## config.mk

```make
export PLATFORM = sky130hd
export DESIGN_NAME = hazard_control_unit
export DESIGN_NICKNAME = d
export VERILOG_FILES = /design/src/rtl/hazard_control_unit_pkg.sv /design/src/rtl/hazard_control_unit_load_use_detect.sv /design/src/rtl/hazard_control_unit.sv
export SDC_FILE = /design/constraint.sdc
export NUM_CORES = 1
export LEC_CHECK = 0
export BUFFER_PORTS_ARGS = -buffer_cell sky130_fd_sc_hd__buf_2
export CORE_MARGIN = 1.5
export CORE_UTILIZATION = 45
export DETAILED_ROUTE_END_ITERATION = 8
export GPL_TIMING_DRIVEN = 0
export PLACE_DENSITY = 0.79
export SLEW_MARGIN = 10
export SYNTH_ARGS = -nofsm -noshare
export SYNTH_HDL_FRONTEND = slang
export SYNTH_SLANG_ARGS = --single-unit
```

## constraint.sdc

```tcl
create_clock -name Clk -period 2.6 [get_ports Clk]
set_input_delay 0.26 -clock Clk [delete_from_list [all_inputs] [get_ports Clk]]
set_output_delay 0.26 -clock Clk [all_outputs]
set_load 0.005 [all_outputs]
```

## src/rtl/hazard_control_unit_pkg.sv

```systemverilog
// Shared pipeline definitions: opcode constants, hazard FSM state encoding
// and the "instruction reads rt" decode helper.
package hazard_control_unit_pkg;

    localparam logic [5:0] OP_RTYPE    = 6'h00;
    localparam logic [5:0] OP_BEQ      = 6'h04;
    localparam logic [5:0] OP_BNE      = 6'h05;
    localparam logic [5:0] OP_SB       = 6'h28;
    localparam logic [5:0] OP_SH       = 6'h29;
    localparam logic [5:0] OP_SW       = 6'h2B;
    localparam logic [5:0] OP_SPECIAL2 = 6'h1C;

    typedef enum logic [1:0] {
        RUN        = 2'd0,
        LOAD_STALL = 2'd1,
        MUL_WAIT   = 2'd2
    } hcu_state_e;

    // For every other opcode, rt is a destination or immediate-class field.
    function automatic logic uses_rt(input logic [5:0] opcode);
        return (opcode == OP_RTYPE) || (opcode == OP_BEQ) || (opcode == OP_BNE) ||
               (opcode == OP_SB)    || (opcode == OP_SH)  || (opcode == OP_SW)  ||
               (opcode == OP_SPECIAL2);
    endfunction

endpackage

```

## src/rtl/hazard_control_unit_load_use_detect.sv

```systemverilog
// Combinational load-use detector: a load in EX whose destination is read
// by the instruction currently in ID.
module load_use_detect
    import hazard_control_unit_pkg::*;
(
    input  logic [15:0] id_instr_hi,
    input  logic        ex_mem_read,
    input  logic [4:0]  ex_rt,
    output logic        load_use
);

    logic [5:0] id_opcode;
    logic [4:0] id_rs;
    logic [4:0] id_rt;
    logic       rs_hit;
    logic       rt_hit;

    assign id_opcode = id_instr_hi[15:10];
    assign id_rs     = id_instr_hi[9:5];
    assign id_rt     = id_instr_hi[4:0];

    assign rs_hit   = (ex_rt == id_rs);
    assign rt_hit   = (ex_rt == id_rt) && uses_rt(id_opcode);
    // $zero never carries a real dependency.
    assign load_use = ex_mem_read && (ex_rt != 5'd0) && (rs_hit || rt_hit);

endmodule

```

## src/rtl/hazard_control_unit.sv

```systemverilog
// Pipeline hazard controller: load-use bubbles, taken-branch flushes,
// multi-cycle madd/msub freeze, and a stall-cycle counter.
module hazard_control_unit
    import hazard_control_unit_pkg::*;
#(
    parameter int MULT_CYCLES = 3
) (
    input  logic        Clk,
    input  logic        Rst,
    input  logic [31:0] IDInstruction,
    input  logic        EXMemRead,
    input  logic [4:0]  EXRt,
    input  logic        EXMaddMsub,
    input  logic        BranchTaken,
    output logic        PCWrite,
    output logic        IFIDWrite,
    output logic        IDEXWrite,
    output logic        IFIDFlush,
    output logic        IDEXFlush,
    output logic        EXMEMFlush,
    output logic        Busy,
    output logic [15:0] StallCount
);

    localparam int CW = (MULT_CYCLES > 1) ? $clog2(MULT_CYCLES) : 1;
    localparam logic [CW-1:0] MUL_RELOAD = CW'(MULT_CYCLES - 2);

    hcu_state_e    state_q, state_d;
    logic [CW-1:0] mul_cnt_q, mul_cnt_d;
    logic [15:0]   stall_count_q, stall_count_d;
    logic          load_use;
    logic          unused_imm_bits;

    // Only opcode/rs/rt take part in hazard detection.
    assign unused_imm_bits = ^IDInstruction[15:0];

    load_use_detect u_load_use_detect (
        .id_instr_hi (IDInstruction[31:16]),
        .ex_mem_read (EXMemRead),
        .ex_rt       (EXRt),
        .load_use    (load_use)
    );

    always_comb begin
        state_d    = state_q;
        mul_cnt_d  = mul_cnt_q;
        PCWrite    = 1'b1;
        IFIDWrite  = 1'b1;
        IDEXWrite  = 1'b1;
        IFIDFlush  = 1'b0;
        IDEXFlush  = 1'b0;
        EXMEMFlush = 1'b0;
        Busy       = 1'b0;

        case (state_q)
            RUN: begin
                if (EXMaddMsub) begin
                    PCWrite    = 1'b0;
                    IFIDWrite  = 1'b0;
                    IDEXWrite  = 1'b0;
                    EXMEMFlush = 1'b1;
                    Busy       = 1'b1;
                    mul_cnt_d  = MUL_RELOAD;
                    state_d    = MUL_WAIT;
                end else if (BranchTaken) begin
                    // A load-use against a wrong-path instruction is moot.
                    IFIDFlush = 1'b1;
                    IDEXFlush = 1'b1;
                end else if (load_use) begin
                    PCWrite   = 1'b0;
                    IFIDWrite = 1'b0;
                    IDEXFlush = 1'b1;
                    state_d   = LOAD_STALL;
                end
            end
            LOAD_STALL: begin
                state_d = RUN;
            end
            MUL_WAIT: begin
                Busy = 1'b1;
                if (mul_cnt_q != '0) begin
                    PCWrite    = 1'b0;
                    IFIDWrite  = 1'b0;
                    IDEXWrite  = 1'b0;
                    EXMEMFlush = 1'b1;
                    mul_cnt_d  = mul_cnt_q - CW'(1);
                end else begin
                    // Release cycle: the multiply result commits to EX/MEM here.
                    state_d = RUN;
                end
            end
            default: begin
                state_d   = RUN;
                mul_cnt_d = '0;
            end
        endcase

        if (Rst) begin
            PCWrite    = 1'b0;
            IFIDWrite  = 1'b0;
            IDEXWrite  = 1'b0;
            IFIDFlush  = 1'b1;
            IDEXFlush  = 1'b1;
            EXMEMFlush = 1'b1;
            Busy       = 1'b0;
        end
    end

    assign stall_count_d = PCWrite ? stall_count_q : stall_count_q + 16'd1;
    assign StallCount    = stall_count_q;

    always_ff @(posedge Clk or posedge Rst) begin
        if (Rst) begin
            state_q       <= RUN;
            mul_cnt_q     <= '0;
            stall_count_q <= 16'd0;
        end else begin
            state_q       <= state_d;
            mul_cnt_q     <= mul_cnt_d;
            stall_count_q <= stall_count_d;
        end
    end

endmodule

```

**Word-level counts from Yosys, hierarchy flattened**

Cells that the tools add are included.

- Reductions and logical operators: 16
- Bitwise logic cells: 1
- Equality and inequality tests: 15
- Mux-type cells: 32
- Add/subtract/negate cells: 2

Operators by type and width:

| operator | count |
|---|---|
| $mux W1 | 20 |
| $eq A6 B6 Y1 const B | 3 |
| $add A16 B1 Y16 const B | 1 |
| $eq A6 B3 Y1 const B | 2 |
| $mux W2 | 6 |
| $eq A5 B5 Y1 | 2 |
| $pmux W1 S2 | 4 |
| $logic_or A1 B1 Y1 | 7 |
| $eq A6 B5 Y1 const B | 1 |
| $logic_not A6 Y1 | 1 |
| $ne A2 B2 Y1 const B | 3 |
| $ne A3 B3 Y1 const B | 2 |
| $pmux W2 S3 | 1 |
| $reduce_and A3 Y1 | 2 |
| $reduce_bool A5 Y1 | 1 |
| $pmux W2 S2 | 1 |
| $logic_and A1 B1 Y1 | 3 |
| $eq A2 B1 Y1 const B | 1 |
| $eq A2 B2 Y1 const B | 1 |
| $logic_not A2 Y1 | 1 |
| $reduce_bool A2 Y1 | 1 |
| $sub A2 B1 Y2 const B | 1 |
| $not A1 Y1 | 1 |

- Word-level logic and storage cells: 69
- Register bits after elaboration: 20
- Bits of input ports: 42
- Output and inout bits: 23

**Longest topological paths before layout**

- Depth in word-level cells: 15
- Mapped depth: 9
- Gate-level depth less buffers: 8

**Cells and area by module**

Synthesis repeated with hierarchy kept, for this count alone.

- Cell total of the unflattened synthesis: 130
- Area, all modules: 1233.7 um^2

Modules (own cells, without submodules):

| module | area each (um^2) | seq. area each (um^2) | cells each | instances |
|---|---|---|---|---|
| hazard_control_unit | 1047.3 | 500.5 | 106 | 1 |
| load_use_detect | 186.4 | 0.0 | 24 | 1 |

**Least setup slack after synthesis**

OpenSTA, ideal clock, no wires.

- Path kind: register to register
- From: reg mul_cnt_q[0]
- To: reg stall_count_q[8], in the netlist StallCount[8]
- Path buffers: 0
- Setup time: 0.124 ns
- Data required time: 2.476 ns
- Data arrival time: 1.895 ns
- Path slack: 0.581 ns
- Stages on the path, launching flop included: 9
- Clock period less this slack: 2.019 ns
- Cells stage by stage: dfrtp_1 -> inv_1 -> ha_1 -> a211oi_2 -> o211ai_2 -> o31ai_2 -> a21oi_4 -> or3_1 -> xnor2_1

- Cells in the longest elaborated chain, start to end: 4

Ends and longest elaborated chain:

| what | line | source |
|---|---|---|
| start: declaration | hazard_control_unit.sv:29 | `logic [CW-1:0] mul_cnt_q, mul_cnt_d;` |
| start signal: assignment | hazard_control_unit.sv:119 | `mul_cnt_q <= mul_cnt_d;` |
| $reduce_bool A2 Y1 | hazard_control_unit.sv:81 | `if (mul_cnt_q != '0) begin` |
| $mux W1 | hazard_control_unit.sv:81 |  |
| $pmux W1 S2 | hazard_control_unit.sv:55 | `case (state_q)` |
| $mux W1 | hazard_control_unit.sv:98 | `if (Rst) begin` |
| end signal: assignment | hazard_control_unit.sv:120 | `stall_count_q <= stall_count_d;` |
| end: declaration | hazard_control_unit.sv:30 | `logic [15:0] stall_count_q, stall_count_d;` |

Every way passes these cells.
A chain may end at the register's enable or synchronous reset.

**Worst setup path in the final report**

- From: reg mul_cnt_q[0]
- To: out PCWrite

- Cells in the longest elaborated chain, start to end: 4

Ends and longest elaborated chain:

| what | line | source |
|---|---|---|
| $reduce_bool A2 Y1 | hazard_control_unit.sv:81 |  |
| $mux W1 | hazard_control_unit.sv:81 |  |
| $pmux W1 S2 | hazard_control_unit.sv:55 |  |
| $mux W1 | hazard_control_unit.sv:98 |  |
| end: declaration | hazard_control_unit.sv:15 | `output logic PCWrite,` |

Every way passes these cells.

==> run summary <==
count leader, synth: dfrtp_1
flops & latches, synth: 20
TritonCTS buffer count: 3
CP cell instances: inv_1 -> ha_1 -> a211oi_2 -> o211ai_2 -> nor3_2 -> a21oi_4 -> buf_12 -> buf_4 -> buf_2
# hold bufs at CTS: 0
Residual DRC: 0
CP peak stage delay: 0.37 ns
Netlist Area Pre-Place: 0.00128 mm^2
nets: 222
GRT met2 Usage: 32.9%
DRT iter0 DRCs: 19
CP startpoint kind: flop
wire per inst: 12.8 um
routability cong.: 0.739
sequential area share after synthesis: 39.0%
Die Area: 0.00318 mm^2
RSZ-0062 raised after global routing: no
Crit Path Class: reg -> out
core region area: 0.00273 mm^2
vias in the first global route: 1080
HP Class: in -> async
met1 Usage GRT: 19.2%
Slew Limit Headroom: 47.5%
synthesis warning total: 0
DR vias: 1096
Worst-path clk slew: 0.12 ns
diode count: 0
Via density: 5.27
Buf+Inv Stages, Crit Path: 4
syn_area_per_cell: 10.4 um^2
CTS tree: built
Max Root-Sink Buffers: 2
f_max: 419 MHz
synth top area cells: dfrtp_1 (39%), xnor2_1 (8.9%), xor2_1 (8.2%), nor3_2 (3.9%), nand3_1 (2.7%)
first-pass detailed-route iteration total: 4
max-slew violation count: 0
most instantiated cells after synthesis: dfrtp_1 (20), xnor2_1 (13), xor2_1 (12)
Clock Latency Late Sink: 0.31 ns
Synth cell types: 39
clock tree root buffer cell: clkbuf_4
Die Ht: 56.4 um
VDD IR max: 570 uV
Fin. Hold Viols: 0
EDFF count, synth: 0
PwrDens: 867 mW/mm^2
Worst setup EP type: output port
fin cells: 208
Crit path max-delay family: compound AO/OA/AOI/OAI gates
post-route ant nets: 0
drt total wl: 2650 um
largest net degree at the start of global routing: 22
Setup violations, final: 0
leading area contributor after synthesis: dfrtp_1
dpl hpwl: 2100 um
Net Count, Synth: 168
clock sinks: 20
Final Skew: 0.0121 ns
share of cells above drive strength 1: 41.2%
initial antenna violation count: 0
width of the die: 56.4 um
IO Pins: 65
actual slew at the worst max-slew pin: 0.787 ns
top_reg_cell synth: dfrtp_1
final core occ: 59.7%
Layout Area Growth over Synthesis: 27.1%
GRT Total Usage: 17.9%
Starting Density: 47.0%
maximum net fanout on the critical path: 11
placed cell count: 203
Setup TNS: 0 ns
Critical Path RT: 2.34 ns
min Tclk post-route: 2.39 ns
FFs w/ async S/R, synth: 100%
Lkg Pwr: 0.727 nW
status: finished, final reports clean
H-Tree Depth: 1
Overflow after GRT: 0
Syn Inst Count: 124
Crit path arrival time: 2.13 ns
Critical Path Slowest Stage Cell: dfrtp_1
row count: 19
top cell type's share of synthesized area: 39.0%
global route hottest layer: met2
final period utilization: 91.9%
total of max-cap violations: 0
first-pass GRT wire length: 4510 um
met3 GRT Util: 3.00%
Port Buffer Count: 48
## per-layer routing
metal  wire length (um)  share of wire [%]  vias up
met2               1350                 51       40
li1                   -                  -      547
met3                128                4.8        4
met1               1120                 42      505
met5                  0                  0        -
met4                 55                2.1        0
## final cells by class
class                   instances  area [um^2]
plain buffers                   3         38.8
clock inverters                 1         30.0
multi-input cells              93          723
fillers                       245         1100
flip-flops and latches         20          500
well taps                      31         38.8
clock buffers                   3         22.5
repair buffers                 49          248
inverters                       8         30.0
## logic make-up (layout without fill, tap and decap cells)
family                   after synthesis  count (layout)  synth area share, %
flip-flops                            20              20                 39.0
buffers and inverters                 11              64                 5.36
multiplexers                           1               1                 1.17
AO/OA/AOI/OAI                         17              17                 11.6
AND/OR/NAND/NOR                       48              48                 23.9
adder cells (fa/ha/maj)                2               2                 1.95
XOR/XNOR                              25              25                 17.1
## worst register-to-register path, cell delays in order, from the launching register on
cell and delay (ns):
dfrtp_1 0.37, inv_1 0.06, ha_1 0.26, a211oi_2 0.27, o211ai_2 0.17, nor3_2 0.22
a21oi_4 0.10, buf_4 0.17, or3_1 0.39, xnor2_1 0.13
## what timing repair did
action / in CTS / in global routing
resized for setup: 0 / 1
buffers inserted: 0 / 1
endpoints found under the setup margin: 0 / 1
## power breakdown
group	internal, mW	switching [mW]
Sequential	0.420	0.121
Clock	0.156	0.0975
Combinational	0.318	0.303
Total	0.893	0.521
## worst paths after layout
path | start | to | slack (ns) | depth (start not counted)
max | mul_cnt_q[0]$_DFFE_PP0P_ | PCWrite | 0.21 | 9
min | Rst | StallCount[2]$_DFFE_PP0N_ | 0.09 | 2
max reg2reg | mul_cnt_q[0]$_DFFE_PP0P_ | StallCount[8]$_DFFE_PP0N_ | 0.36 | 9
min reg2reg | StallCount[15]$_DFFE_PP0N_ | StallCount[15]$_DFFE_PP0N_ | 0.46 | 1
max in group asynchronous | Rst | mul_cnt_q[0]$_DFFE_PP0P_ | 2.01 | 2
min in group Clk | BranchTaken | state_q[0]$_DFFE_PP0P_ | 0.16 | 2
## sequential cells by signal (all words and copies together) (netlist names)
register and flops:
StallCount 16, mul_cnt_q 2, state_q 2
## cell usage in the layout, fill, tap and decap left out, types with 2 or more instances in the layout
master and n:
ha_1 2, nand4_1 3, nor3_2 5, buf_2 48
nand3_1 7, nor3_1 3, nor2_1 7, xor2_1 12
nand2_1 7, clkbuf_4 3, o21ai_0 6, nor4b_1 3
buf_4 2, dfrtp_1 20, nor4_1 3, o31ai_4 2
inv_1 8, xnor2_1 13
## metrics by stage
step	worst slack (ns)	instance area (um^2)	hold slack (ns)	total power, mW
final	0.212	1630	0.0928	1.41
after global routing	0.0779	1630	0.146	1.51
after CTS	0.0150	1620	0.112	1.41
after detailed placement	0.248	1560	0.456	1.16
after global placement	0.303	1560	0.444	1.12
after floorplan	0.581	1280	0.232	0.939
No activity file was read; power rests on OpenSTA's default activity.
